[src/rtl/wb_pkg.sv]
// Shared Wishbone definitions for the data-port RAM slave and its response pipe.
package wb_pkg;

    localparam int WB_DW   = 32;
    localparam int WB_SELW = 4;

    // One in-flight response: whether it exists, whether it terminates with err, and its direction.
    typedef struct packed {
        logic valid;
        logic err;
        logic we;
    } resp_stage_t;

endpackage

[src/rtl/wb_resp_pipe.sv]
// Fixed-depth response delay line: a response loaded on accept reaches the last stage
// exactly ReadLatency cycles later, preserving request order.
module wb_resp_pipe
    import wb_pkg::*;
#(
    parameter int ReadLatency = 1
) (
    input  logic        clk,
    input  logic        rst_n,
    input  logic        load,
    input  resp_stage_t load_data,
    input  logic        flush,
    input  logic        shift,
    output resp_stage_t last
);

    resp_stage_t stage [ReadLatency];

    // NOTE: the stages are a handful of flops, not a RAM, so every entry is cleared on reset and flush.
    always_ff @(posedge clk or negedge rst_n) begin
        if (!rst_n) begin
            for (int i = 0; i < ReadLatency; i++) stage[i] <= '0;
        end else if (flush) begin
            for (int i = 0; i < ReadLatency; i++) stage[i] <= '0;
        end else if (shift) begin
            // NOTE: non-blocking updates let each stage take its neighbour's pre-edge value.
            stage[0] <= load ? load_data : '0;
            for (int i = 1; i < ReadLatency; i++) stage[i] <= stage[i-1];
        end
    end

    assign last = stage[ReadLatency-1];

endmodule

[src/rtl/wb_ram_slave.sv]
// Wishbone B4 pipelined slave in front of a fixed-latency synchronous single-port RAM:
// wait-state stall, outstanding limit, range check, in-order ack/err and cycle abort.
module wb_ram_slave
    import wb_pkg::*;
#(
    parameter logic [31:0] BaseAddr       = 32'h0000_0000,
    parameter int          MemWords       = 4096,
    parameter int          ReadLatency    = 1,
    parameter int          WaitStates     = 0,
    parameter int          MaxOutstanding = 2,
    localparam int         AW             = $clog2(MemWords)
) (
    input  logic               clk,
    input  logic               rst_n,
    input  logic               wb_cyc,
    input  logic               wb_stb,
    input  logic               wb_we,
    input  logic [WB_SELW-1:0] wb_sel,
    input  logic [31:0]        wb_adr,
    input  logic [WB_DW-1:0]   wb_dat_i,
    output logic [WB_DW-1:0]   wb_dat_o,
    output logic               wb_ack,
    output logic               wb_err,
    output logic               wb_stall,
    output logic               mem_en,
    output logic               mem_we,
    output logic [WB_SELW-1:0] mem_be,
    output logic [AW-1:0]      mem_addr,
    output logic [WB_DW-1:0]   mem_wdata,
    input  logic [WB_DW-1:0]   mem_rdata
);

    localparam int OW = $clog2(MaxOutstanding + 1);

    logic [2:0]    wait_cnt;
    logic [OW-1:0] outstanding;
    logic          wait_done;
    logic          full;
    logic          accept;
    logic          in_range;
    logic          resp_exit;
    logic [31:0]   offset;
    logic [31:0]   word_idx;
    resp_stage_t   load_data;
    resp_stage_t   last;

    // Range check on the word index; the byte lane bits of wb_adr drop out in the shift.
    assign offset   = wb_adr - BaseAddr;
    assign word_idx = offset >> 2;
    assign in_range = (wb_adr >= BaseAddr) && (word_idx < 32'(MemWords));

    // Stall depends only on registered state so the master never sees an address-dependent stall.
    assign wait_done = (wait_cnt == 3'(WaitStates));
    assign full      = (outstanding == OW'(MaxOutstanding));
    assign wb_stall  = wb_cyc & wb_stb & (~wait_done | full);
    assign accept    = wb_cyc & wb_stb & ~wb_stall;

    assign mem_en    = accept & in_range;
    assign mem_we    = wb_we;
    assign mem_be    = wb_sel;
    assign mem_addr  = word_idx[AW-1:0];
    assign mem_wdata = wb_dat_i;

    always_ff @(posedge clk or negedge rst_n) begin
        if (!rst_n) begin
            wait_cnt <= '0;
        end else if (!wb_cyc || accept) begin
            wait_cnt <= '0;
        end else if (wb_stb && wb_stall && !wait_done) begin
            wait_cnt <= wait_cnt + 3'd1;
        end
    end

    assign resp_exit = last.valid;

    // Abort drops every pending response, so the count restarts from zero with the next cycle.
    always_ff @(posedge clk or negedge rst_n) begin
        if (!rst_n) begin
            outstanding <= '0;
        end else if (!wb_cyc) begin
            outstanding <= '0;
        end else if (accept && !resp_exit) begin
            outstanding <= outstanding + OW'(1);
        end else if (!accept && resp_exit) begin
            outstanding <= outstanding - OW'(1);
        end
    end

    assign load_data = '{valid: 1'b1, err: ~in_range, we: wb_we};

    wb_resp_pipe #(
        .ReadLatency(ReadLatency)
    ) u_resp_pipe (
        .clk      (clk),
        .rst_n    (rst_n),
        .load     (accept),
        .load_data(load_data),
        .flush    (~wb_cyc),
        .shift    (1'b1),
        .last     (last)
    );

    assign wb_ack = last.valid & ~last.err & wb_cyc;
    assign wb_err = last.valid &  last.err & wb_cyc;

    // NOTE: default assignment first keeps this block free of inferred latches.
    always_comb begin
        wb_dat_o = '0;
        if (wb_ack && !last.we) wb_dat_o = mem_rdata;
    end

endmodule
[config.mk]
export PLATFORM = sky130hd
export DESIGN_NAME = wb_ram_slave
export DESIGN_NICKNAME = d
export VERILOG_FILES = /design/src/rtl/wb_pkg.sv /design/src/rtl/wb_resp_pipe.sv /design/src/rtl/wb_ram_slave.sv
export SDC_FILE = /design/constraint.sdc
export NUM_CORES = 1
export LEC_CHECK = 0
export ABC_AREA = 1
export BUFFER_PORTS_ARGS = -buffer_cell sky130_fd_sc_hd__buf_2
export CAP_MARGIN = 20
export CORE_AREA = 10 10 79 81
export CTS_CLUSTER_DIAMETER = 40
export DETAILED_ROUTE_END_ITERATION = 8
export DIE_AREA = 0 0 89 91
export MAX_ROUTING_LAYER = met4
export PLACE_DENSITY_LB_ADDON = 0.15
export SETUP_SLACK_MARGIN = 0.1
export SKIP_LAST_GASP = 1
export SYNTH_ARGS = -nofsm -noshare
export SYNTH_HDL_FRONTEND = slang
export SYNTH_HIERARCHICAL = 1
export SYNTH_SLANG_ARGS = --single-unit
[constraint.sdc]
create_clock -name clk -period 1.5 [get_ports clk]
set_clock_uncertainty 0.15 [all_clocks]
set_input_delay 0.15 -clock clk [delete_from_list [all_inputs] [get_ports clk]]
set_output_delay 0.15 -clock clk [all_outputs]
set_load 0.005 [all_outputs]
Word level (Yosys, flattened, before mapping)
Cells that the tools add are included.
- bits in registers: 8
- bits of input ports: 105
- add/sub/neg operators: 3
- order comparisons: 2
- equality and inequality tests: 2
- mux-type cells: 8
- bitwise logic cells: 13
- reduce and logical (&&, ||, !) cells: 14
- operators with widths (kind ; count):
    $ge A32 B1 Y1 const B ; 1
    $mux W32 ; 1
    $lt A30 B13 Y1 const B ; 1
    $mux W3 ; 4
    $and A1 B1 Y1 ; 8
    $logic_and A1 B1 Y1 ; 6
    $mux W2 ; 3
    $logic_not A1 Y1 ; 5
    $not A1 Y1 ; 4
    $add A3 B1 Y3 const B ; 1
    $logic_not A3 Y1 ; 1
    $ne A3 B1 Y1 const B ; 1
    $add A2 B1 Y2 const B ; 1
    $eq A2 B2 Y1 const B ; 1
    $reduce_bool A2 Y1 ; 1
    $sub A2 B1 Y2 const B ; 1
    $logic_or A1 B1 Y1 ; 1
    $or A1 B1 Y1 ; 1

Depth between registers and ports, before layout
Gate-level depths: netlist of run 1.
- depth in word-level cells: 11
- depth in mapped cells: 9
- gate-level depth less buffers: 9

Hierarchy
Netlist of run 1, hierarchy kept.
- by module, submodules not included (module ; times used ; cells an instance ; area each (µm²) ; seq. area each (µm²)):
    wb_ram_slave ; 1 ; 182 ; 1116.1 ; 125.1
    wb_resp_pipe ; 1 ; 14 ; 126.4 ; 75.1

Worst setup path after synthesis of run 1
Ideal clock, no wire load.
- path kind: reg-to-reg
- start point: register wait_cnt[0]
- end point: register outstanding[1]
- setup time: 0.117 ns
- arrival: 1.120 ns
- data required time: 1.233 ns
- slack: 0.113 ns
- stages on the path, launching flop included: 10
- path buffers: 0
- period minus slack after synthesis: 1.387 ns
- path through: dfrtp_1 inv_1 ha_1 inv_1 nor2_8 nand3_4 nand2_1 nand2_1 nand3_1 nand2_1
- cells in the longest elaborated chain, start to end: 9
- RTL lines (item ; RTL line ; text):
    start: declaration ; wb_ram_slave.sv:35 ; logic [2:0] wait_cnt;
    start signal: assignment ; wb_ram_slave.sv:70 ; wait_cnt <= wait_cnt + 3'd1;
    $logic_not A3 Y1 (*) ; wb_ram_slave.sv:53 ; assign wait_done = (wait_cnt == 3'(WaitStates));
    $not A1 Y1 (*) ; wb_ram_slave.sv:55 ; assign wb_stall = wb_cyc & wb_stb & (~wait_done | full);
    $or A1 B1 Y1 (*) ; wb_ram_slave.sv:55 ;
    $and A1 B1 Y1 (*) ; wb_ram_slave.sv:55 ;
    $not A1 Y1 (*) ; wb_ram_slave.sv:56 ; assign accept = wb_cyc & wb_stb & ~wb_stall;
    $and A1 B1 Y1 (*) ; wb_ram_slave.sv:56 ;
    $logic_not A1 Y1 or $logic_and A1 B1 Y1 (tied branches) ; wb_ram_slave.sv:84, wb_ram_slave.sv:82 ;
    $logic_and A1 B1 Y1 or $mux W2 (tied branches) ; wb_ram_slave.sv:84, wb_ram_slave.sv:82 ;
    $ne A3 B1 Y1 (no source line) or $mux W2 (tied branches) ; n/a ;
    end signal: assignment ; wb_ram_slave.sv:83 ; outstanding <= outstanding + OW'(1);
    end signal: assignment ; wb_ram_slave.sv:85 ; outstanding <= outstanding - OW'(1);
    end: declaration ; wb_ram_slave.sv:36 ; logic [OW-1:0] outstanding;
Mark *: on every way between the ends. The rest lies on a longest branch, timed or not.
A chain may end at the register's enable or synchronous reset.

Final worst setup path of run 1
- start point: register u_resp_pipe.stage (netlist bit u_resp_pipe/last[1])
- end point: output wb_dat_o[11]
- cells in the longest elaborated chain, start to end: 5
- RTL lines (item ; RTL line ; text):
    start: declaration ; wb_resp_pipe.sv:17 ; resp_stage_t stage [ReadLatency];
    $not A1 Y1 ; wb_ram_slave.sv:103 ; assign wb_ack = last.valid & ~last.err & wb_cyc;
    $and A1 B1 Y1 (2 in series) ; wb_ram_slave.sv:103 ;
    $logic_and A1 B1 Y1 ; wb_ram_slave.sv:109 ; if (wb_ack && !last.we) wb_dat_o = mem_rdata;
    $mux W32 ; wb_ram_slave.sv:109 ;
    end: declaration ; wb_ram_slave.sv:21 ; output logic [WB_DW-1:0] wb_dat_o,
No other way between the ends.

==> results.md, run 1 <==
- The run finished, with violations left.
- The final reports fail on setup timing.
- The highest clock rate is 602 MHz.
- The core utilization of the finished layout is 0.377.
- In the global route stage, met2 resource usage came out at 0.168.
- On the critical path the largest part of the delay comes from simple AND/OR/NAND/NOR gates.
- The number of global-route vias before repair was 1331.
- Dividing the final minimum period by the clock period gives 1.11.
- The die is 91 µm tall.
- The global-route congestion overflow total is 0.
- IR analysis of the VDD net gives a maximum drop of 0.000360 V.
- STA classifies the critical path endpoint as a primary output.
- The most common cell after layout, fill and taps aside is sky130_fd_sc_hd__buf_2.
- The worst setup path is of the reg -> out kind.
- The total of max-cap violations is 0.
- The synthesized instance count is 196.
- The maximum fanout along the worst path is 8.
- After detailed placement, the total cell area comes to 0.00139 mm².
- For this block, the routed nets add up to 4760 µm of wire.
- The design draws 851 µW.
- In the post-synthesis netlist, the biggest area contributors are sky130_fd_sc_hd__buf_4 30%, sky130_fd_sc_hd__dfrtp_1 16%, sky130_fd_sc_hd__inv_1 13%, sky130_fd_sc_hd__nor2_1 12%, sky130_fd_sc_hd__nand2_1 5.4%.
- Summing over every cut layer, the via total after detailed routing is 1313.
- The design area is 0.00176 mm².
- Leaving out fill and tap cells, the most frequent cells in the layout are 90 x sky130_fd_sc_hd__buf_2, 37 x sky130_fd_sc_hd__inv_1, 24 x sky130_fd_sc_hd__nor2_2.
- For this run, global-route usage on met1 was measured as 0.105.
- After synthesis, the mean cell area works out to 6.34 µm².
- The number of port buffers is 91.
- The congestion estimate from routability-driven global placement came to 0.674.
- The total routing usage reported by global routing is 0.106.
- The routing usage on met3 is 0.0634.
- STA classifies the critical path startpoint as a register.
- The critical path arrival is 1.36 ns.
- For this configuration, the core starts out at a cell density of 0.267.
- Clock tree synthesis found a total of 8 sinks.
- In the post-route analysis, the smallest setup slack over all paths is -0.161 ns.
- The setup TNS is -4.65 ns.
- For this design the static power due to leakage is 1.10 nW.
- The final hold violation count is 0.
- The global-route wire length before repair is 6670 µm.
- The detailed-placement wirelength estimate is 3610 µm.
- The area of the core region is 0.00466 mm².
- The area share of the largest cell type after synthesis is 0.296.
- The number of buffers on the longest clock path is 2.
- Pin placement for this block handled 190 I/O pins.
- The mapped netlist covers 0.00124 mm².
- The count of nets after finishing is 370.
- Counting the buffers created by CTS gives 3.
- The required time of the critical path is 1.20 ns.
- The count of cells in the finished layout, fillers not included, comes to 315.
- Setup repair after global routing could not meet its margin everywhere.
- In the routed design, unresolved DRC markers number 0.
- The count of nets left with antenna violations once routing finished came out at 0.
- The via density per instance is 4.17.
- Among all stages on the critical path, the largest delay is contributed by sky130_fd_sc_hd__dfrtp_1.
- The insertion delay to the later sink of the worst-skew pair is 0.23 ns.
- Setup violations remaining at the end of the flow were counted as 35.
- The floorplan step set the die width to 89 µm.
- After the first detailed-routing iteration, the DRC count stood at 23.
- The TritonCTS clock tree is yes.
- The count of antenna diodes in the layout is 0.
- The count of final max-slew check failures came to 0.
- sky130_fd_sc_hd__buf_4 takes more of the synthesized area than any other cell.
- The first TritonRoute pass finished after 4 iterations.
- Relative to the synthesized area, the layout overhead comes to 41.5%.
- Of the cells placed in the final design, the portion with a size suffix greater than 1 is 0.609.
- The root buffer cell chosen for the clock tree is sky130_fd_sc_hd__clkbuf_8.
- Including well taps, the total number of placed cells is 295.
- Clock-pin slew was measured on the worst setup and hold paths at 0.04 ns.
- The share of the Yosys chip area taken by registers is 0.161.
- In this run the core area contains 25 standard-cell rows.
- During synthesis, Yosys emitted a total of 6 warnings.
- The layer flagged by global routing as most heavily used is met2.
- The path class of the lowest-slack min-delay path is in -> reg.
- The power per standard cell area is 484 mW/mm².
- Together, buffers and inverters on the worst path number 2.
- Traced cell by cell, the critical path runs through nor3_4, buf_6, nand2_8, nor2_1, buf_2.
- The smallest clock period supported by the final layout is computed as 1.66 ns.
- The largest net degree at the start of global routing is 9.
- The register bit total from synthesis is 8.
- The initial antenna violation count is 0.
- The die area is 0.00810 mm².
- CTS built an H-tree with a depth of 1.
- The number of distinct library cells after synthesis is 21.
- On the worst path, the slowest cell contributes a delay of 0.41 ns.
- The mean routed wirelength per cell is 15.1 µm.
[cell families (layout without fill, tap and decap cells)]
kind of cell | after synthesis | after routing | share of synthesized area
fa+ha+maj | 2 | 2 | 0.0201
buf+inv | 98 | 156 | 0.468
other cells | 1 | 5 | 0.00302
flops | 8 | 8 | 0.161
simple gates | 81 | 84 | 0.318
xor+xnor | 1 | 1 | 0.00705
compound gates | 5 | 5 | 0.0222
[flip-flops by register name (all words and copies together), names as in the netlist]
signal / flops
wait_cnt: 3
u_resp_pipe/last: 3
outstanding: 2
[layer usage]
metal | part of all wire | vias to the layer above
li1 | - | 658
met5 | 0 | -
met1 | 0.36 | 526
met3 | 0.18 | 15
met4 | 0.025 | 0
met2 | 0.44 | 114
[path summary, 6_finish.rpt]
kind,slack [ns],cells past startpoint,end,startpoint
worst max-delay path,-0.16,5,wb_dat_o[11],u_resp_pipe/last[1]
worst min-delay path,0.04,3,u_resp_pipe/last[0],wb_we
worst max register to register,0.01,10,outstanding[0],wait_cnt[0]
worst min register to register,0.43,2,outstanding[1],outstanding[1]
max in group asynchronous,0.88,2,outstanding[0],rst_n
min in group asynchronous,0.14,2,wait_cnt[2],rst_n
[synth_stat cells, drive strengths merged]
cell,count
ha,2
o21ai,2
a21oi,2
inv,45
nand4,8
nand3,7
dfrtp,8
buf,53
nor2,45
xnor2,1
o211ai,1
conb,1
nor3,2
nand2,19
[worst reg2reg max path, cell delays in order, from the launching register on]
cell,delay [ns]
sky130_fd_sc_hd__dfrtp_1,0.38
sky130_fd_sc_hd__inv_2,0.08
sky130_fd_sc_hd__ha_4,0.13
sky130_fd_sc_hd__inv_4,0.04
sky130_fd_sc_hd__nor2_8,0.11
sky130_fd_sc_hd__nand3_4,0.10
sky130_fd_sc_hd__buf_6,0.15
sky130_fd_sc_hd__nand2_4,0.07
sky130_fd_sc_hd__nand2_1,0.05
sky130_fd_sc_hd__nand3_1,0.07
sky130_fd_sc_hd__nand2_1,0.05
[metrics by stage]
stage	setup WS, ns	hold WS [ns]
2_1_floorplan	0.113	-0.296
3_3_place_gp	0.00290	-0.133
3_5_place_dp	-0.000832	-0.141
4_1_cts	-0.127	0.0440
5_1_grt	-0.228	0.0661
6_report	-0.161	0.0388
[area by class of cell]
class,count,area (µm²)
clock buffer,3,41.3
fill,504,2900
inverter,45,178
multi-input combinational,97,652
sequential,8,200
tap,54,67.6
timing repair buffer,108,619
[power by group]
group | internal, mW | switching (mW) | total (mW)
Clock | 0.175 | 0.0932 | 0.268
Combinational | 0.152 | 0.176 | 0.327
Sequential | 0.237 | 0.0194 | 0.256
Total | 0.563 | 0.288 | 0.851
[timing repair]
action                                 CTS  global route
resized for setup                       24            28
endpoints found under the hold margin    8             0
buffers inserted                        11             2
pin swaps                               12            10
cloned                                   3             0
setup endpoints to repair               39            43
hold buffers                             1             0
Power figures use the tool's default switching activity.
==> run 2: changes to the inputs <==
CTS_BUF_LIST = sky130_fd_sc_hd__clkbuf_8   (was unset)
GPL_TIMING_DRIVEN = 0   (was unset)
==> results.md, run 2 (synthesized netlist as in run 1, its figures left out) <==
- In this run the critical register-to-register path is captured at wait_cnt[0].
- The via density per instance came to 3.80 (-8.8%).
- The switching power share of the total is 0.316 (-0.0229).
- The checks that failed: setup timing.
- In the layout the commonest cells are 137 x sky130_fd_sc_hd__buf_2, 61 x sky130_fd_sc_hd__buf_4, 39 x sky130_fd_sc_hd__inv_1.
- The total of max-cap violations is 0 (unchanged).
- The effective utilization at floorplan is 0.267 (unchanged).
- The relative area change from synthesis to final layout is 80.5%.
- The setup slack of the most critical reg-to-reg path is 0.04 ns (+0.03 ns).
- The critical path capture point type is a primary output.
- The critical path arrival came to 1.34 ns (-0.02 ns).
- The core utilization of the finished layout is 0.481 (+0.104).
- The count of final max-slew check failures is 0 (unchanged).
- The number of iterations in the first detailed-routing pass is 4 (unchanged).
- The insertion delay to the later sink of the worst-skew pair came to 0.23 ns (about the same).
- The delay of the slowest cell on the worst path came to 0.35 ns (-0.06 ns).
- On the critical path the largest part of the delay comes from simple AND/OR/NAND/NOR gates.
- The total wire length came to 5750 µm (+21%).
- The number of global-route vias before repair came to 1638 (+23%).
- The worst register-to-register path begins at wait_cnt[1].
- The power dissipated by switching net loads is 312 µW (+8.4%).
- The most common cell after layout, fill and taps aside is sky130_fd_sc_hd__buf_2.
- The final setup violation count came to 34 (-2.9%).
- The width of the die was 89 µm (unchanged).
- The detailed-placement wirelength estimate is 5140 µm (+42%).
- The final weighted congestion in routability-driven placement is 0.766 (+14%).
- The fraction of the cycle the final worst path needs was 1.10 (-0.0120).
- The largest net degree at the start of global routing was 11 (+2).
- The share of total power in the clock network is 0.265 (-0.050).
- The final critical-path setup slack is -0.143 ns (+0.0180 ns).
- The number of buffers added by the clock tree synthesis step is 3 (unchanged).
- The cell depth of the worst hold path was 3 (unchanged).
- The depth of the worst register-to-register path is 8 (-2).
- The slowest library cell on the worst path is sky130_fd_sc_hd__dfrtp_1.
- The number of clock sinks is 8 (unchanged).
- The leakage power is 1.52 nW (+38%).
- The H-tree depth reported by CTS is 1 (unchanged).
- The clock-pin transition on the worst setup and hold timing paths was 0.04 ns (about the same).
- The number of buffers on the longest clock path is 2 (unchanged).
- The total of fill cells in the finished design is 470 (-6.7%).
- The mean routed wirelength per cell is 14.0 µm (-7.2%).
- The pre-CTS setup slack is -0.00853 ns (-0.00769 ns).
- The sum of buffers and inverters on the critical path is 3 (+1).
- The path class of the lowest-slack min-delay path is in -> reg.
- The I/O pin total was 190 (unchanged).
- The area of the core region came to 0.00466 mm² (unchanged).
- The startpoint identified for the worst hold timing path is wb_cyc.
- The flow ran to the end, but the final reports show violations.
- The row count came to 25 (unchanged).
- The count of antenna diodes in the layout is 0 (unchanged).
- Setup repair after global routing could not meet its margin everywhere.
- The tree is rooted in a sky130_fd_sc_hd__clkbuf_8.
- The cell-internal power is 677 µW (+20%).
- The sequential share of power is 0.258 (-0.043).
- The count of nets after finishing is 465 (+26%).
- The total routing usage reported by global routing is 0.129 (+0.0229).
- The number of design-rule violations left by the first detailed-router iteration was 23 (unchanged).
- The signal on the critical path passes through inv_2, nor3_4, nand2_4, buf_8, nor2_1, buf_2.
- The antenna violation net count after detailed routing is 0 (unchanged).
- The final hold violation count was 0 (unchanged).
- The TritonCTS clock tree is yes.
- The combinational share of power was 0.477 (+0.093).
- The required time of the critical path is 1.20 ns (about the same).
- The minimum clock period is 1.64 ns (-0.0180 ns).
- The highest clock rate is 609 MHz (+1.1%).
- The die area is 0.00810 mm² (unchanged).
- The number of port buffers is 138 (+52%).
- The peak ir drop on the vdd network is 0.000429 V (+19%).
- The worst setup path category is reg -> out.
- The DRC violations left is 0 (unchanged).
- The power per standard cell area was 441 mW/mm² (-8.9%).
- The via count of the routed design was 1559 (+19%).
- The path with the worst hold slack has its endpoint at outstanding[1].
- The y dimension of the die is 91 µm (unchanged).
- The startpoint class of the critical path is a register.
- The proportion of layout cells with a drive suffix above 1 is 0.657 (+0.0481).
- The initial antenna violation count was 0 (unchanged).
- The maximum fanout along the worst path is 10 (+2).
- The global-route wire length before repair came to 8240 µm (+24%).
- The global-route congestion overflow total is 0 (unchanged).
==> run 2: cell types whose count changed in the layout (fill, tap and decap cells not counted), moves of 2 or more <==
cell	previous run	this run
sky130_fd_sc_hd__nand2_8	4	0
sky130_fd_sc_hd__inv_1	37	39
sky130_fd_sc_hd__nor2_2	24	7
sky130_fd_sc_hd__buf_2	90	137
sky130_fd_sc_hd__buf_4	11	61
sky130_fd_sc_hd__nor2_1	18	37
sky130_fd_sc_hd__nor2_4	2	0
==> run 2: cell type report <==
type / count / area, µm² / share of cell area
plain buffers: 53 / 417 / 0.186
clock buffers: 3 / 41.3 / 0.0184
inverters: 45 / 171 / 0.0765
multi-input cells: 94 / 526 / 0.234
flip-flops and latches: 8 / 200 / 0.0893
well taps: 54 / 67.6 / 0.0301
repair buffers: 153 / 820 / 0.366
==> run 2: per-stage QoR <==
step                      instances  TNS [ns]  power (mW)  area [µm²]  hold slack, ns
after floorplan                 200         0       0.509        1260          -0.296
after global routing            410     -7.55        1.07        2240          0.0454
after detailed placement        392   -0.0141       0.689        2020          -0.142
after global placement          392   -0.0582       0.682        2020          -0.144
after CTS                       405     -4.44       0.997        2180          0.0391
final                           410     -4.12       0.990        2240          0.0343
==> run 2: worst max path at each step <==
stage / startpoint / end / slack [ns] / cells past startpoint
floorplan: wait_cnt[0] / outstanding[1] / 0.11 / 9
global placement: u_resp_pipe/last[2] / wb_dat_o[3] / -0.01 / 6
detailed placement: wait_cnt[0] / outstanding[1] / -0.009 / 9
global route: u_resp_pipe/last[2] / wb_dat_o[4] / -0.24 / 6
finish: u_resp_pipe/last[2] / wb_dat_o[5] / -0.14 / 6
CTS: u_resp_pipe/last[1] / wb_dat_o[5] / -0.17 / 5
==> run 2: worst register-to-register path, delay by kind of cell (launching register included) <==
kind / cells / cell delay [ns]
DFF: 1 / 0.38
buffers and inverters: 3 / 0.25
AOI/OAI and AO/OA: 2 / 0.22
and+or+nand+nor: 2 / 0.20
adders and majority gates: 1 / 0.14
==> run 2: what timing repair did <==
| item | 4_1_cts | 5_1_grt |
|---|---|---|
| pin swaps | 9 | 5 |
| setup buffers | 9 | 5 |
| hold buffers | 1 | 0 |
| endpoints found under the hold margin | 8 | 0 |
| resized for setup | 15 | 9 |
| setup endpoints to repair | 39 | 43 |
==> run 2: power by group through the flow <==
stage / logic (mW) / registers, mW / clock network, mW
after floorplan: 0.253 / 0.255 / 0
after global placement: 0.424 / 0.258 / 0
after detailed placement: 0.430 / 0.259 / 0
after CTS: 0.469 / 0.255 / 0.273
after global routing: 0.528 / 0.261 / 0.276
final: 0.472 / 0.256 / 0.262
==> run 2: metal layers <==
metal | wire length (µm) | part of all wire | vias up | GRT usage
li1 | - | - | 840 | -
met1 | 2000 | 0.35 | 614 | 0.130
met2 | 2930 | 0.51 | 103 | 0.237
met3 | 816 | 0.14 | 2 | 0.0429
met4 | 10 | 0.0017 | 0 | 0.0199
met5 | 0 | 0 | - | -
